### src/rtl/arm_pkg.sv
// Shared ARM pipeline types and constants.
// Used by the fetch-side instruction memory.
package arm_pkg;

  localparam int unsigned INSTR_W = 32;
  localparam logic [INSTR_W-1:0] NOP_INSTR = 32'hE1A00000;

  typedef enum logic {
    LOAD = 1'b0,
    RUN  = 1'b1
  } imem_state_t;

endpackage

### src/rtl/imem_ram.sv
// Single-write-port instruction RAM with registered read.
// Contents are not reset.
module imem_ram #(
  parameter int unsigned DATA_W = 32,
  parameter int unsigned DEPTH  = 64,
  parameter int unsigned IDX_W  = $clog2(DEPTH)
) (
  input  logic              clk,
  input  logic              we,
  input  logic [IDX_W-1:0]  waddr,
  input  logic [DATA_W-1:0] wdata,
  input  logic              re,
  input  logic [IDX_W-1:0]  raddr,
  output logic [DATA_W-1:0] rdata
);

  logic [DATA_W-1:0] mem [DEPTH];

  always_ff @(posedge clk) begin
    if (we) begin
      mem[waddr] <= wdata;
    end
    if (re) begin
      rdata <= mem[raddr];
    end
  end

endmodule

### src/rtl/instr_mem_sync.sv
// Run-time loadable instruction memory for the fetch stage.
// Load stream fills the RAM, then fetches are served with 1-cycle latency.
module instr_mem_sync
  import arm_pkg::*;
#(
  parameter int unsigned DATA_W    = INSTR_W,
  parameter int unsigned ADDR_W    = 32,
  parameter int unsigned DEPTH     = 64,
  parameter bit          BYTE_ADDR = 1'b1,
  parameter logic [DATA_W-1:0] NOP_WORD = DATA_W'(NOP_INSTR)
) (
  input  logic              clk,
  input  logic              rst,
  input  logic              load_start,
  input  logic              load_valid,
  input  logic              load_last,
  input  logic [DATA_W-1:0] load_data,
  output logic              loaded,
  input  logic              req_valid,
  output logic              req_ready,
  input  logic [ADDR_W-1:0] req_addr,
  input  logic              flush,
  output logic              resp_valid,
  input  logic              resp_ready,
  output logic [DATA_W-1:0] resp_instr,
  output logic              resp_fault
);

  localparam int unsigned IDX_W = $clog2(DEPTH);
  localparam logic [IDX_W-1:0]  LAST_IDX = IDX_W'(DEPTH - 1);
  localparam logic [ADDR_W-1:0] DEPTH_A  = ADDR_W'(DEPTH);

  imem_state_t state, state_d;
  logic [IDX_W-1:0] wp, wp_d;
  logic we;

  always_ff @(posedge clk) begin
    if (rst) begin
      state <= LOAD;
      wp    <= '0;
    end else begin
      state <= state_d;
      wp    <= wp_d;
    end
  end

  always_comb begin
    state_d = state;
    wp_d    = wp;
    we      = 1'b0;
    if (load_start) begin
      state_d = LOAD;
      wp_d    = '0;
    end else if (state == LOAD && load_valid) begin
      we   = 1'b1;
      wp_d = wp + IDX_W'(1);
      if (load_last || wp == LAST_IDX) begin
        state_d = RUN;
        wp_d    = '0;
      end
    end
  end

  // Full-width index so high address bits are range-checked, not dropped.
  logic [ADDR_W-1:0] full_idx;
  logic misalign, fault_c, accept, re;

  always_comb begin
    full_idx = BYTE_ADDR ? (req_addr >> 2) : req_addr;
    misalign = BYTE_ADDR && (req_addr[1:0] != 2'b00);
    fault_c  = misalign || (full_idx >= DEPTH_A);
  end

  assign loaded    = (state == RUN);
  assign req_ready = loaded && !flush && !load_start &&
                     (!resp_valid || resp_ready);
  assign accept    = req_valid && req_ready;
  assign re        = accept && !fault_c;

  logic [DATA_W-1:0] rdata;

  imem_ram #(
    .DATA_W (DATA_W),
    .DEPTH  (DEPTH),
    .IDX_W  (IDX_W)
  ) u_ram (
    .clk   (clk),
    .we    (we),
    .waddr (wp),
    .wdata (load_data),
    .re    (re),
    .raddr (full_idx[IDX_W-1:0]),
    .rdata (rdata)
  );

  // RAM read data is only trusted after a good fetch; otherwise NOP.
  logic use_ram;

  always_ff @(posedge clk) begin
    if (rst) begin
      resp_valid <= 1'b0;
      resp_fault <= 1'b0;
      use_ram    <= 1'b0;
    end else if (load_start || flush) begin
      resp_valid <= 1'b0;
    end else if (accept) begin
      resp_valid <= 1'b1;
      resp_fault <= fault_c;
      use_ram    <= !fault_c;
    end else if (resp_ready) begin
      resp_valid <= 1'b0;
    end
  end

  assign resp_instr = use_ram ? rdata : NOP_WORD;

endmodule

### config.mk
export PLATFORM = sky130hd
export DESIGN_NAME = instr_mem_sync
export DESIGN_NICKNAME = d
export VERILOG_FILES = /design/src/rtl/arm_pkg.sv /design/src/rtl/imem_ram.sv /design/src/rtl/instr_mem_sync.sv
export SDC_FILE = /design/constraint.sdc
export NUM_CORES = 2
export LEC_CHECK = 0
export ABC_AREA = 1
export CAP_MARGIN = 20
export CORE_MARGIN = 2
export CORE_UTILIZATION = 63
export CTS_CLUSTER_SIZE = 20
export DETAILED_ROUTE_END_ITERATION = 10
export PLACE_DENSITY_LB_ADDON = 0.05
export REMOVE_ABC_BUFFERS = 1
export SETUP_SLACK_MARGIN = 0.3
export SLEW_MARGIN = 20
export SYNTH_ARGS = -nofsm -noshare
export SYNTH_HDL_FRONTEND = slang
export SYNTH_SLANG_ARGS = --single-unit
### constraint.sdc
create_clock -name clk -period 3.5 [get_ports clk]
set_input_delay 0.525 -clock clk [delete_from_list [all_inputs] [get_ports clk]]
set_output_delay 0.525 -clock clk [all_outputs]
set_load 0.02 [all_outputs]
## Word-level counts from Yosys, hierarchy flattened

Memory sizes are Yosys's and may differ from the RTL's. A register that Yosys moved wholly into a read port is not among the register bits.
Cells that the tools add are included.

| word-level totals | value |
|---|---|
| register bits after elaboration | 10 |
| bits in writable memories | 2048 |
| memories kept | 1 |

| operators by class | value |
|---|---|
| add/subtract/negate cells | 1 |
| $lt $le $gt $ge | 1 |
| equality and inequality tests | 1 |
| multiplexer cells | 8 |
| bitwise gates (word level) | 2 |
| reduce and logical (&&, ||, !) cells | 20 |

Memory list:

| name | depth | bits a word | rd ports | clocked after Yosys merged registers in | wr ports | line | source |
|---|---|---|---|---|---|---|---|
| u_ram.mem | 64 | 32 | 1 | 1 | 1 | imem_ram.sv:17 | `logic [DATA_W-1:0] mem [DEPTH];` |

Operators by type and width:

| cell | number |
|---|---|
| 2-to-1 mux 32 bit | 1 |
| greater-or-equal comparator 30 x 7 -> 1 bit (second input constant) | 1 |
| adder 6 x 1 -> 6 bit (second input constant) | 1 |
| equality test 6 bit (second input constant) | 1 |
| logical AND 1 bit | 6 |
| 2-to-1 mux 1 bit | 6 |
| 2-to-1 mux 6 bit | 1 |
| logical NOT 1 bit | 4 |
| logical OR 1 bit | 4 |
| AND reduction 2 bit | 2 |
| nonzero test 2 bit | 2 |
| OR reduction 2 bit | 2 |
| inverter 1 bit | 2 |

## Logic depth before layout (Yosys ltp)

| logic depth | value |
|---|---|
| depth in word-level cells | 6 |
| gate-level depth with buffers | 16 |
| gate-level depth less buffers | 12 |

## By module

From an unflattened synthesis, not the netlist that was laid out.

| unflattened totals | value |
|---|---|
| cells, all modules | 6927 |
| area, all modules | 83938.0 µm² |

By module, submodules not included:

| module | instances | cells each | area each (µm²) | sequential area each (µm²) |
|---|---|---|---|---|
| imem_ram | 1 | 6769 | 83058.4 | 62459.9 |
| instr_mem_sync | 1 | 158 | 879.6 | 200.2 |

## Worst setup path before layout

No wires, ideal clock.

| timing path | value |
|---|---|
| path kind | input to register |
| start point | input load_start |
| end point | register u_ram.rdata[0], read port of u_ram.mem, enable pin |
| library setup time | 0.424 ns |
| arrival time | 2.980 ns |
| required time | 3.076 ns |
| path slack | 0.096 ns |
| stages on the path | 4 |
| path buffers | 0 |
| cells stage by stage | or2_2 nor3_1 nand2_1 nor2_1 |

| on the way | value |
|---|---|
| word-level cells in the longest chain between the ends | 5 |

Ends and longest elaborated chain:

| item | line | source |
|---|---|---|
| from (decl) | instr_mem_sync.sv:14 | `input logic load_start,` |
| logical NOT 1 bit | instr_mem_sync.sv:75 | `assign req_ready = loaded && !flush && !load_start &&` |
| logical AND 1 bit (2 in a row) | instr_mem_sync.sv:75 |  |
| net req_ready | instr_mem_sync.sv:20 | `output logic req_ready,` |
| logical AND 1 bit | instr_mem_sync.sv:77 | `assign accept = req_valid && req_ready;` |
| logical AND 1 bit | instr_mem_sync.sv:78 | `assign re = accept && !fault_c;` |
| net re | instr_mem_sync.sv:66 | `logic misalign, fault_c, accept, re;` |
| to (decl) | imem_ram.sv:14 | `output logic [DATA_W-1:0] rdata` |

The timed path passes the listed nets, and every way through them passes these cells.
A chain may end at the register's enable or synchronous reset.

## Worst setup path after layout

| timing path | value |
|---|---|
| start point | register use_ram |
| end point | output resp_instr[14] |

| on the way | value |
|---|---|
| word-level cells in the longest chain between the ends | 1 |

Ends and longest elaborated chain:

| item | line | source |
|---|---|---|
| from (decl) | instr_mem_sync.sv:97 | `logic use_ram;` |
| from (signal assigned) | instr_mem_sync.sv:109 | `use_ram <= !fault_c;` |
| 2-to-1 mux 32 bit | instr_mem_sync.sv:115 | `assign resp_instr = use_ram ? rdata : NOP_WORD;` |
| to (decl) | instr_mem_sync.sv:25 | `output logic [DATA_W-1:0] resp_instr,` |

Every way passes these cells.

==> summary.md <==
| Metric | Value |
|---|---|
| Sinks on Clock Net | `~2100` |
| Starting Density | `63.5%` |
| DR vias | `approximately 60000` |
| HP Class | `primary input to register` |
| Root Driver | `clkbuf_16` |
| Global-route wire length before repair | `about 360000 um` |
| Total I/O pin count | `roughly 110` |
| Drt total wl | `244000 um` |
| Share of layout cells above drive strength 1 | `7.38%` |
| Total track usage | `about a third` |
| Critical Path Sink Type | `output pin` |
| Min setup slack post-route | `approximately 0.36 ns` |
| Fin. max-slew vios | `0` |
| RR Endpoint | `u_ram.mem[53][13]` |
| Startpoint types | `register` |
| Min-delay src | `load_data[15]` |
| Reg clk slew, reported paths | `about 0.06 ns` |
| Max-cap check violation count | `0` |
| Die Width | `around 380 um` |
| Syn Std Cell Area | `0.0884 mm2` |
| Leakage | `40.2 nW` |
| Final std cells w/o fill | `10500` |
| Final Critical Period | `around 3.1 ns` |
| Reg2Reg Depth | `4` |
| Worst-path maximum fanout | `18` |
| Synthesized flop and latch total | `between 2000 and 2500` |
| Clk buf depth | `3` |
| Synthesized area per cell | `approximately 11 um2` |
| CTS buffer count | `just over 200` |
| P per Cell Area | `slightly above 500 mW/mm2` |
| Area growth syn-to-layout | `12.5%` |
| Largest net degree at the start of global routing | `119` |
| # DRC | `0` |
| Vias/cell | `~5.7` |
| Register Area | `around 0.063 mm2` |
| PortBufs | `between 100 and 150` |
| R2r setup slk | `~1.2 ns` |
| Endpoints failing setup | `0` |
| Core area | `between 0.1 and 0.15 mm2` |
| Status | `finished clean` |
| Crit path required time | `2.97 ns` |
| CTS tree | `built` |
| Final core utilization | `71.4%` |
| CTS Hold Bufs | `0` |
| HPWL Detailed | `around 130000 um` |
| Reg2reg start | `wp[3]` |
| ANT nets after route | `0` |
| Total Power | `between 0.05 and 0.06 W` |
| Critical path type | `register to output pin` |
| Area occupied by multi-input gates | `0.0203 mm2` |
| RD Place Congestion | `approximately 0.83` |
| Peak supply drop | `about 0.00045 V` |
| Row count | `137` |
| Detailed Route Iter0 Violations | `7700` |
| Relative slew slack | `about 25%` |
| Highest Clock Rate | `between 300 and 400 MHz` |
| Worst clock skew | `around 0.023 ns` |
| Cells after DPL | `around 10000` |
| # fillers | `slightly below 10000` |
| Ys flop type | `edfxtp_1` |
| Post-Synthesis Cells | `around 8400` |
| Number of flops mapped to enable cells by yosys | `between 2000 and 2500` |
| Setup TNS | `0 ns` |
| Worst Max-Slew Pin Slew | `1.12 ns` |
| Data arrival, critical path | `roughly 2.6 ns` |
| Yosys warns | `0` |
| H-tree level count | `4` |
| Number of nets in the layout | `around 8600` |
| Hold Vio Cnt, Final | `0` |
| Worst-Skew Late Latency | `between 0.8 and 0.9 ns` |
| Wirelength per Cell | `23.2 um` |
| Total gr overflow | `0` |
| Die Y | `around 380 um` |
| Async set or reset register ratio after synthesis | `0%` |
| Hold path endpoint | `u_ram.mem[21][15]` |
| Drt first pass iters | `6` |
| Final worst-path cycle share | `89.7%` |
| Place WS | `around 0.52 ns` |
| Hold Path Depth | `1` |
| Initial antenna violation count | `8` |
| Post-synthesis sequential area ratio | `about 71%` |
| Vias in the first global route | `57100` |
| RSZ-0062 raised after global routing | `no` |
| Count of cell types in the netlist | `30` |
| Die area | `about 0.14 mm2` |
[Yosys cell counts (3+ instances only)]
cell,instances,share of area (%)
buf_1,50,0.21
inv_2,3,0.013
buf_2,187,1.1
nand2_1,2825,12
or2_2,30,0.21
buf_4,32,0.27
o21ai_0,251,1.4
nor4_1,3,0.021
inv_1,1052,4.5
edfxtp_1,2080,71
a21oi_1,63,0.36
nor2_1,667,2.8
buf_6,6,0.076
nand4_1,8,0.057
o211ai_1,11,0.093
o21ai_1,6,0.034
clkbuf_1,155,0.66
dfxtp_1,10,0.23
nor3_1,6,0.034
nand3_1,924,5.2
[layer usage]
metal / up-vias / share of wire, % / wire length [um] / GRT usage [%]
li1: 27600 / - / - / -
met1: 29000 / 39 / 95700 / 48.0
met2: 3312 / 47 / 115000 / 54.5
met3: 448 / 11 / 26000 / 6.36
met4: 10 / 3.1 / 7620 / 11.4
met5: - / 0.025 / 61 / 0
[placed cells by master, fill, tap and decap left out, drive strengths merged, types with 3 or more instances in the layout]
master / n
edfxtp: 2080
dfxtp: 10
nor4: 3
nor2: 669
clkinv: 92
o211ai: 11
clkdlybuf4s50: 69
or2: 30
buf: 268
nand2: 2825
o21ai: 257
nand4: 8
clkbuf: 263
nand3: 924
a21oi: 63
bufinv: 9
nor3: 6
inv: 1065
[cells by family after synthesis]
kind of cell,after synthesis,share of synthesized area [%]
simple gates,4468,20.4
buf+inv,1487,6.77
flops,2090,70.9
xor+xnor,1,0.00991
compound gates,334,1.93
fa+ha+maj,1,0.0141
[power by group]
part	switching [W]	internal, W	total [W]
Clock	0.00924	0.0114	0.0207
Combinational	0.00225	0.000815	0.00306
Sequential	0.00000745	0.0276	0.0276
Total	0.0115	0.0398	0.0513
[per-stage QoR]
step | hold slack [ns] | cell area [um2]
6_report | 0.197 | 99500
5_1_grt | 0.196 | 99500
4_1_cts | 0.145 | 99500
3_5_place_dp | 0.512 | 93300
3_3_place_gp | 0.525 | 93200
2_1_floorplan | 0.505 | 86400
[worst max-delay path by stage]
stage	cells after the start	end	slack, ns	from
2_1_floorplan	7	u_ram.rdata[0]	-2.23	req_addr[2]
3_3_place_gp	12	u_ram.rdata[6]	0.55	req_addr[2]
3_5_place_dp	12	u_ram.rdata[6]	0.52	req_addr[2]
4_1_cts	5	req_ready	0.35	resp_valid
5_1_grt	3	resp_instr[14]	0.31	use_ram
6_report	3	resp_instr[14]	0.36	use_ram
[what timing repair did]
action | in CTS | in global routing
setup buffers | 0 | 0
setup endpoints to repair | 22 | 1
gates resized for setup | 1 | 1
[flip-flops by register name (all words and copies together) (netlist names)]
register / cells
u_ram.mem: 2048
wp: 6
loaded: 1
use_ram: 1
resp_valid: 1
resp_fault: 1
u_ram.rdata: 32
[layout make-up]
type	count	area share, %
clock inverter	112	0.842
multi-input combinational	4804	20.4
antenna	1	0.00251
clock buffer	263	5.37
sequential	2090	63.0
tap	1876	2.36
inverter	1056	4.01
timing repair buffer	337	4.04
[critical path, stage by stage (launching register included)]
cell and delay (ns):
dfxtp_4 0.58, nand2_1 0.33, inv_1 0.19, clkdlybuf4s50_1 0.63
Note: power is estimated with default switching activity, not from simulation.
